## config.mk

```make
export PLATFORM = sky130hd
export DESIGN_NAME = conv_stream_src_flat
export DESIGN_NICKNAME = d
export VERILOG_FILES = /design/src/rtl/conv_pkg.sv /design/src/rtl/conv_stream_src_if.sv /design/src/rtl/conv_stream_src_chan.sv /design/src/rtl/conv_stream_src.sv /design/src/flat_wrapper.sv
export SDC_FILE = /design/constraint.sdc
export NUM_CORES = 1
export LEC_CHECK = 0
export CORE_MARGIN = 2
export CORE_UTILIZATION = 54
export DETAILED_ROUTE_END_ITERATION = 12
export GPL_TIMING_DRIVEN = 0
export PLACE_DENSITY = 0.77
export SLEW_MARGIN = 20
export SYNTH_ARGS = -nofsm -noshare
export SYNTH_HDL_FRONTEND = slang
export SYNTH_HIERARCHICAL = 1
export SYNTH_SLANG_ARGS = --single-unit
```

## constraint.sdc

```tcl
create_clock -name clk -period 2.75 [get_ports clk]
set_input_delay 0.55 -clock clk [delete_from_list [all_inputs] [get_ports clk]]
set_output_delay 0.55 -clock clk [all_outputs]
set_load 0.01 [all_outputs]
```

## src/rtl/conv_pkg.sv

```systemverilog
// Shared constants and types for the convolution stream source.
package conv_pkg;

    localparam int WIDTH     = 8;
    localparam int SIZE_X    = 8;
    localparam int LOGSIZE_X = 3;
    localparam int SIZE_F    = 4;
    localparam int LOGSIZE_F = 2;

    typedef logic signed [WIDTH-1:0] sample_t;

    typedef enum logic [1:0] {
        IDLE,
        STREAM,
        FIN
    } src_state_t;

endpackage

```

## src/rtl/conv_stream_src_if.sv

```systemverilog
// The x and f valid/ready streams feeding the convolution block.
interface conv_stream_src_if;
    import conv_pkg::*;

    sample_t m_data_x;
    logic    m_valid_x;
    logic    m_ready_x;
    sample_t m_data_f;
    logic    m_valid_f;
    logic    m_ready_f;

    modport master (
        output m_data_x, m_valid_x, m_data_f, m_valid_f,
        input  m_ready_x, m_ready_f
    );

    modport slave (
        input  m_data_x, m_valid_x, m_data_f, m_valid_f,
        output m_ready_x, m_ready_f
    );

endinterface

```

## src/rtl/conv_stream_src_chan.sv

```systemverilog
// One stream channel: element buffer, write port, index counter and
// valid/data register. fin goes high in the cycle of the last handshake
// so the controller can leave STREAM without an extra idle cycle.
module stream_chan
    import conv_pkg::*;
#(
    parameter int SIZE    = 8,
    parameter int LOGSIZE = 3
) (
    input  logic               clk,
    input  logic               reset,
    input  logic               wr_en,
    input  logic [LOGSIZE-1:0] wr_addr,
    input  sample_t            wr_data,
    input  logic               launch,
    input  logic               clear,
    input  logic               ready,
    output sample_t            data,
    output logic               valid,
    output logic               fin
);

    sample_t            mem [SIZE];
    logic [LOGSIZE-1:0] idx;
    logic               finished;
    logic               last_hs;

    assign last_hs = valid && ready && (idx == LOGSIZE'(SIZE - 1));
    assign fin     = finished || last_hs;

    // Element buffer: host writes, cleared by reset.
    always_ff @(posedge clk or negedge reset) begin
        if (!reset) begin
            for (int i = 0; i < SIZE; i++) mem[i] <= '0;
        end else if (wr_en) begin
            mem[wr_addr] <= wr_data;
        end
    end

    // Streaming register: present element idx, advance on each handshake.
    always_ff @(posedge clk or negedge reset) begin
        if (!reset) begin
            idx      <= '0;
            valid    <= 1'b0;
            data     <= '0;
            finished <= 1'b0;
        end else if (launch) begin
            idx      <= '0;
            valid    <= 1'b1;
            data     <= mem[0];
            finished <= 1'b0;
        end else if (clear) begin
            idx      <= '0;
            finished <= 1'b0;
        end else if (valid && ready) begin
            if (last_hs) begin
                valid    <= 1'b0;
                finished <= 1'b1;
            end else begin
                idx  <= idx + 1'b1;
                data <= mem[idx + 1'b1];
            end
        end
    end

endmodule

```

## src/rtl/conv_stream_src.sv

```systemverilog
// Stream source for the 8x4 convolution block.
//   state  | meaning
//   IDLE   | accept host writes, wait for start
//   STREAM | both channels sending; leave when both are finished
//   FIN    | one cycle: done pulse, indices returned to 0
module conv_stream_src
    import conv_pkg::*;
(
    input  logic                 clk,
    input  logic                 reset,
    input  sample_t              ld_data,
    input  logic [LOGSIZE_X-1:0] ld_addr,
    input  logic                 ld_sel,
    input  logic                 ld_en,
    input  logic                 start,
    output logic                 busy,
    output logic                 done,
    conv_stream_src_if.master    m
);

    src_state_t state, state_n;
    logic       launch, finish;
    logic       wr_ok, wr_x, wr_f;
    logic       fin_x, fin_f;

    // Writes only in IDLE, and start takes priority over a same-cycle write.
    assign wr_ok = (state == IDLE) && ld_en && !start;
    assign wr_x  = wr_ok && !ld_sel;
    assign wr_f  = wr_ok && ld_sel && (ld_addr < LOGSIZE_X'(SIZE_F));

    assign busy = (state != IDLE);
    assign done = (state == FIN);

    // State register.
    always_ff @(posedge clk or negedge reset) begin
        if (!reset) state <= IDLE;
        else        state <= state_n;
    end

    // Next-state and channel control.
    always_comb begin
        state_n = state;
        launch  = 1'b0;
        finish  = 1'b0;
        case (state)
            IDLE: begin
                if (start) begin
                    state_n = STREAM;
                    launch  = 1'b1;
                end
            end
            STREAM: begin
                if (fin_x && fin_f) state_n = FIN;
            end
            FIN: begin
                state_n = IDLE;
                finish  = 1'b1;
            end
            default: state_n = IDLE;
        endcase
    end

    stream_chan #(.SIZE(SIZE_X), .LOGSIZE(LOGSIZE_X)) u_chan_x (
        .clk     (clk),
        .reset   (reset),
        .wr_en   (wr_x),
        .wr_addr (ld_addr),
        .wr_data (ld_data),
        .launch  (launch),
        .clear   (finish),
        .ready   (m.m_ready_x),
        .data    (m.m_data_x),
        .valid   (m.m_valid_x),
        .fin     (fin_x)
    );

    stream_chan #(.SIZE(SIZE_F), .LOGSIZE(LOGSIZE_F)) u_chan_f (
        .clk     (clk),
        .reset   (reset),
        .wr_en   (wr_f),
        .wr_addr (ld_addr[LOGSIZE_F-1:0]),
        .wr_data (ld_data),
        .launch  (launch),
        .clear   (finish),
        .ready   (m.m_ready_f),
        .data    (m.m_data_f),
        .valid   (m.m_valid_f),
        .fin     (fin_f)
    );

endmodule

```

## src/flat_wrapper.sv

```systemverilog
// flat-port wrapper written by rule: the top's interface ports become plain ports
module conv_stream_src_flat import conv_pkg::*;
  (clk, reset, ld_data, ld_addr, ld_sel, ld_en, start, busy, done, m_m_data_x, m_m_valid_x, m_m_data_f, m_m_valid_f, m_m_ready_x, m_m_ready_f);
  conv_stream_src_if m_i ();
  input  logic clk;
  input  logic reset;
  input  sample_t ld_data;
  input  logic [LOGSIZE_X-1:0] ld_addr;
  input  logic ld_sel;
  input  logic ld_en;
  input  logic start;
  output logic busy;
  output logic done;
  output wire logic [$bits(m_i.m_data_x)-1:0] m_m_data_x;
  output wire logic [$bits(m_i.m_valid_x)-1:0] m_m_valid_x;
  output wire logic [$bits(m_i.m_data_f)-1:0] m_m_data_f;
  output wire logic [$bits(m_i.m_valid_f)-1:0] m_m_valid_f;
  input wire logic [$bits(m_i.m_ready_x)-1:0] m_m_ready_x;
  input wire logic [$bits(m_i.m_ready_f)-1:0] m_m_ready_f;
  assign m_m_data_x = m_i.m_data_x;
  assign m_m_valid_x = m_i.m_valid_x;
  assign m_m_data_f = m_i.m_data_f;
  assign m_m_valid_f = m_i.m_valid_f;
  assign m_i.m_ready_x = m_m_ready_x;
  assign m_i.m_ready_f = m_m_ready_f;
  conv_stream_src u_core (.clk(clk), .reset(reset), .ld_data(ld_data), .ld_addr(ld_addr), .ld_sel(ld_sel), .ld_en(ld_en), .start(start), .busy(busy), .done(done), .m(m_i));
endmodule
```

# [After elaboration in Yosys (flattened, before gate mapping)]
# Cells that the tools add are included.
[classes] n_addsub=2 order_cmp=7 n_eq_ne=11 n_mux=50 bitwise=4 reduce_logical=35
[op_table] operator="two-way mux 8 bit" count=14
[op_table] operator="bitwise mux 64 bit" count=1
[op_table] operator="bitwise mux 32 bit" count=1
[op_table] operator="binary-select mux 8 bit (select 3 bit)" count=1
[op_table] operator="demux 8 bit (select 3 bit)" count=1
[op_table] operator="two-way mux 1 bit" count=19
[op_table] operator="binary-select mux 8 bit (select 2 bit)" count=1
[op_table] operator="demux 8 bit (select 2 bit)" count=1
[op_table] operator="logical AND 1 bit" count=12
[op_table] operator="two-way mux 2 bit" count=6
[op_table] operator="two-way mux 3 bit" count=4
[op_table] operator="AND reduction 3 bit" count=4
[op_table] operator="nonzero test 3 bit" count=4
[op_table] operator="AND reduction 2 bit" count=5
[op_table] operator="nonzero test 2 bit" count=5
[op_table] operator=">= comparator 4 bit, second input constant" count=2
[op_table] operator="!= test 2 x 1 -> 1 bit, second input constant" count=4
[op_table] operator="inverter 3 -> 4 bit" count=2
[op_table] operator=">= comparator 3 bit, second input constant" count=2
[op_table] operator="!= test 3 x 1 -> 1 bit, second input constant" count=2
[op_table] operator="inverter 2 -> 3 bit" count=2
[op_table] operator="== test 2 bit, second input constant" count=2
[op_table] operator="less-than comparator 4 x 1 -> 1 bit, second input constant" count=1
[op_table] operator="case mux 2 bit (2 select lines)" count=1
[op_table] operator="10 further kinds" count=12
[word_totals] regBits=123 input_bits=18 output_inout_bits=20 wordCells=130

# [Longest topological paths before layout]
[depth] word_depth=9 ltp_mapped=7 mapped_depth_nobuf=5

# [Cells and area by module]
# The synthesis kept the hierarchy.
[by_module_without_submodules] module="stream_chan (u_core.u_chan_x)" n_inst=1 cells_each=237 area_each_um2=3676.0 seq_area_each_um2=1926.8
[by_module_without_submodules] module="stream_chan (u_core.u_chan_f)" n_inst=1 cells_each=142 area_each_um2=1971.9 seq_area_each_um2=1101.1
[by_module_without_submodules] module="conv_stream_src" n_inst=1 cells_each=12 area_each_um2=122.6 seq_area_each_um2=50.0

# [Worst setup path after synthesis]
# OpenSTA, ideal clock, no wires.
[synth_timing] path_type="input port to flip-flop" from="input start" to="register u_core/u_chan_x/mem[48] in the netlist's numbering" setup_time_ns=0.125 arrival_ns=2.088 t_required_ns=2.625 slack_ns=0.537 path_stages=6 n_path_buf=1 cell_sequence="or4b_4 nor2_1 buf_2 nand2_1 nor3_2 mux2_2"
[synth_via] elab_chain_len=3
[synth_rtl] item="from (decl)" line_no="flat_wrapper.sv:11" source="input logic start;"
[synth_rtl] item="logical NOT 1 bit" line_no="conv_stream_src.sv:27" source="assign wr_ok = (state == IDLE) && ld_en && !start;"
[synth_rtl] item="logical AND 1 bit" line_no="conv_stream_src.sv:27"
[synth_rtl] item="logical AND 1 bit" line_no="conv_stream_src.sv:28" source="assign wr_x = wr_ok && !ld_sel;"
[synth_rtl] item="net u_core.wr_x" line_no="conv_stream_src.sv:23" source="logic wr_ok, wr_x, wr_f;"
[synth_rtl] item="to (signal, indexed assignment)" line_no="conv_stream_src_chan.sv:36" source="mem[wr_addr] <= wr_data;"
[synth_rtl] item="to (decl)" line_no="conv_stream_src_chan.sv:23" source="sample_t mem [SIZE];"
# The timed path passes the listed nets, and every way through them passes these cells.
# A chain may end at the register's enable or synchronous reset.

# [Worst setup path in the final report]
[layout_timing] from="register u_core.state[1]" to="output done"
[layout_via] elab_chain_len=1
[layout_rtl] item="from (decl)" line_no="conv_stream_src.sv:21" source="src_state_t state, state_n;"
[layout_rtl] item="from (signal assigned)" line_no="conv_stream_src.sv:37" source="else state <= state_n;"
[layout_rtl] item="== test 2 bit" line_no="conv_stream_src.sv:32" source="assign done = (state == FIN);"
[layout_rtl] item="to (decl)" line_no="flat_wrapper.sv:13" source="output logic done;"
# Every way passes these cells.

==> results.yml <==
outcome:
  status: "completed"
final_layout:
  drive_above_1_share_pct: 36.0
  num-nets-final: 470
  stdcell_area_um2: 6890
  area_growth_pct: 19.3
  nFillCells: 742
  diodes: 0
clocking:
  cts_root_buffer: "clkbuf_8"
  numCtsBuffers: 17
  clock_path_buffers: 2
  clkLatencyLatePin_ns: 0.51
  cts.clk_slew.worst_paths_ns: 0.05
  cts_tree: "built"
  clock_sinks: 123
  post-cts-setup-buffers: 0
  htree_levels: 4
die:
  coreArea_um2: 10400
  die_w_um: 107
  initial_utilization_pct: 55.6
  rows: 37
  io_pins: 38
  die_h_um: 107
  die_area_um2: 11500
timing:
  finalClockSkew_ns: 0.00546
  timing.max_slew.rel_slack_pct: 47.7
  hold_slack_ns: 0.483
  fmax_mhz: 384
  setup_viol: 0
  hold_viol: 0
  worst_slew_pin_slew_ns: 0.780
  finalCritPeriodShare_pct: 94.6
  finalMaxSlewViolations: 0
  fin_crit_ns: 2.60
  rsz0062_at_grt: "false"
power:
  powerDensity_nw_per_um2: 954
  p_leak_nw: 3.24
  ir_drop_uv: 556
  p_total_w: 0.00657
flow_run:
  drv_cap: 0
global_routing:
  grt_pass1_wl_um: 20300
  overflow: 0
  grt_use_total_pct: 23.8
  grt_max_degree: 77
  antenna_found_initial: 0
  grt_pass1_vias: 3807
critical_path:
  slowest_delay_ns: 0.64
  cp_num_buf_inv: 1
  slowest_stage: "clkdlybuf4s50_1"
  crit_chain: "nor2b_2 -> clkdlybuf4s50_1"
  critPathTopFamily: "buffers and inverters"
  path_class: "reg2out"
  cp-end-kind: "primary output"
  crit_fanout: 13
  required_ns: 2.20
  crit_arrival_ns: 2.05
  critPathLaunchType: "flop"
detailed_routing:
  wl_um: 12500
  ant_nets: 0
  vias: 3624
  drt_iter0_drc: 266
  vias_per_cell: 6.10
  drc: 0
  first_pass_iters: 5
  avgRoutedWirePerCell_um: 21.0
logic_synthesis:
  ys_ff_latch: 123
  synthCells: 391
  yosysWarnings: 6
  syn-cell-area_um2: 5770
  netlist-cell-type-count: 47
  synth_fp_nets: 412
  syn_avg_cell_area_um2: 14.8
  synth-seq-area-share_pct: 53.3
  yosysTopAreaCell: "dfrtp_1"
  synth_edf_count: 0
  synth_area_leaders: "dfrtp_1 53%, mux2_2 19%, mux4_1 4.1%"
  synth_top_area_share_pct: 53.3
  ys.flop_type: "dfrtp_1"
  async_reset_ff_share_pct: 100
min_path:
  hold_path.class: "reg2reg"
place:
  io_buffers: 37
  gp_congestion: 0.826
  hpwl_um: 8170
  post_dp_cell_area_um2: 6340
## layout by cell type, fill, tap and decap left out, types with 8 or more instances in the layout
cell type          n
clkbuf_16         16
mux4_2             8
nand3b_1          12
clkdlybuf4s50_1   36
clkbuf_1          11
mux4_1             9
buf_2              9
mux2_2            99
dfrtp_1          123
nand2_1           18
nand4_1            9
nand4bb_1          9
nand4b_1          11
## worst register-to-register path, delay by kind of cell, from the launching register on
| family | cells | cell delay [ns] |
|---|---|---|
| buf+inv | 1 | 0.19 |
| flops | 1 | 0.43 |
| mux | 1 | 0.42 |
| simple gates | 4 | 1.38 |
## through the flow
step / instances / setup WS, ns / TNS, ns / util [%]
floorplan: 391 / 0.537 / 0 / -
global placement: 564 / -3.40 / -424.79 / 60.9
detailed placement: 565 / -0.275 / -9.38 / 61.1
CTS: 594 / 0.120 / 0 / 66.4
global route: 594 / 0.0334 / 0 / 66.4
finish: 594 / 0.148 / 0 / 66.4
## final cells by class
| class | count | area [um^2] | area share [%] |
|---|---|---|---|
| Sequential cell | 123 | 3080 | 44.7 |
| Multi-Input combinational cell | 246 | 2570 | 37.3 |
| Clock buffer | 26 | 498 | 7.23 |
| Timing Repair Buffer | 39 | 409 | 5.94 |
| Tap cell | 136 | 170 | 2.47 |
| Buffer | 20 | 118 | 1.71 |
| Clock inverter | 2 | 35.0 | 0.509 |
| Inverter | 2 | 7.51 | 0.109 |
## per-layer routing
layer,vias to the layer above,share of wire (%),track usage (%)
met4,0,1.1,8.33
met3,11,4.5,4.90
met2,99,51,37.8
li1,1608,-,-
met5,-,0,0
met1,1906,44,32.8
## timing repair
action / CTS / global route
endpoints found under the hold margin: 47 / 0
setup endpoints to repair: 1 / 0
resized for setup: 1 / 0
hold buffers: 1 / 0
## report_power, final
group / total, W / switching, W / internal [W]
logic: 0.00215 / 0.00106 / 0.00110
registers: 0.00241 / 0.000221 / 0.00219
clock network: 0.00200 / 0.000708 / 0.00130
## worst paths after layout
check / cells after the start / endpoint / slack [ns] / start
setup reg to reg: 6 / u_core/u_chan_x/mem[53] / 0.23 / u_core/state[0]
min in group asynchronous: 2 / u_core/u_chan_f/mem[30] / 0.56 / reset
max in group asynchronous: 3 / u_core/u_chan_x/mem[9] / 1.49 / reset
setup / recovery: 2 / done / 0.15 / u_core/state[1]
hold reg to reg: 2 / u_core/u_chan_f/data[5] / 0.48 / u_core/u_chan_f/data[5]
hold / removal: 2 / u_core/u_chan_f/data[5] / 0.48 / u_core/u_chan_f/data[5]
## cells by family (layout without fill, tap and decap cells)
group / Yosys count / in the layout / share of synthesized area, %
AO/OA/AOI/OAI: 29 / 29 / 3.56
multiplexers: 122 / 122 / 27.8
flip-flops: 123 / 123 / 53.3
adder cells (fa/ha/maj): 3 / 3 / 0.651
buffers and inverters: 22 / 89 / 2.17
AND/OR/NAND/NOR: 90 / 90 / 12.1
XOR/XNOR: 2 / 2 / 0.304
## flip-flops by register name, indices dropped and copies added, names as in the netlist
register	cells
u_core/u_chan_x/mem	64
u_core/u_chan_x/idx	3
u_core/u_chan_x/data	8
u_core/u_chan_f/mem	32
u_core/u_chan_f/data	8
u_core/u_chan_f/finished	1
u_core/u_chan_f/idx	2
u_core/u_chan_f/valid	1
u_core/state	2
u_core/u_chan_x/finished	1
u_core/u_chan_x/valid	1
## Yosys cell counts, types with 2 or more instances
library cell  instances
o21ai_1               7
a21o_1                2
nand3b_1             12
nand4bb_1             9
buf_2                 9
inv_1                 2
nor3b_4               3
a31o_2                2
nor3_1                5
nand2_1              18
dfrtp_1             123
mux4_2                8
ha_1                  3
o22a_1                6
nor3b_1               3
mux2_2               99
mux4_1                9
buf_6                 2
nand4_1               9
mux2i_1               3
mux2_4                3
nor2b_1               2
nand3b_2              2
o22ai_1               7
clkbuf_1              7
nor2_1                5
nand4b_1             11
(Power assumes the default switching activity.)
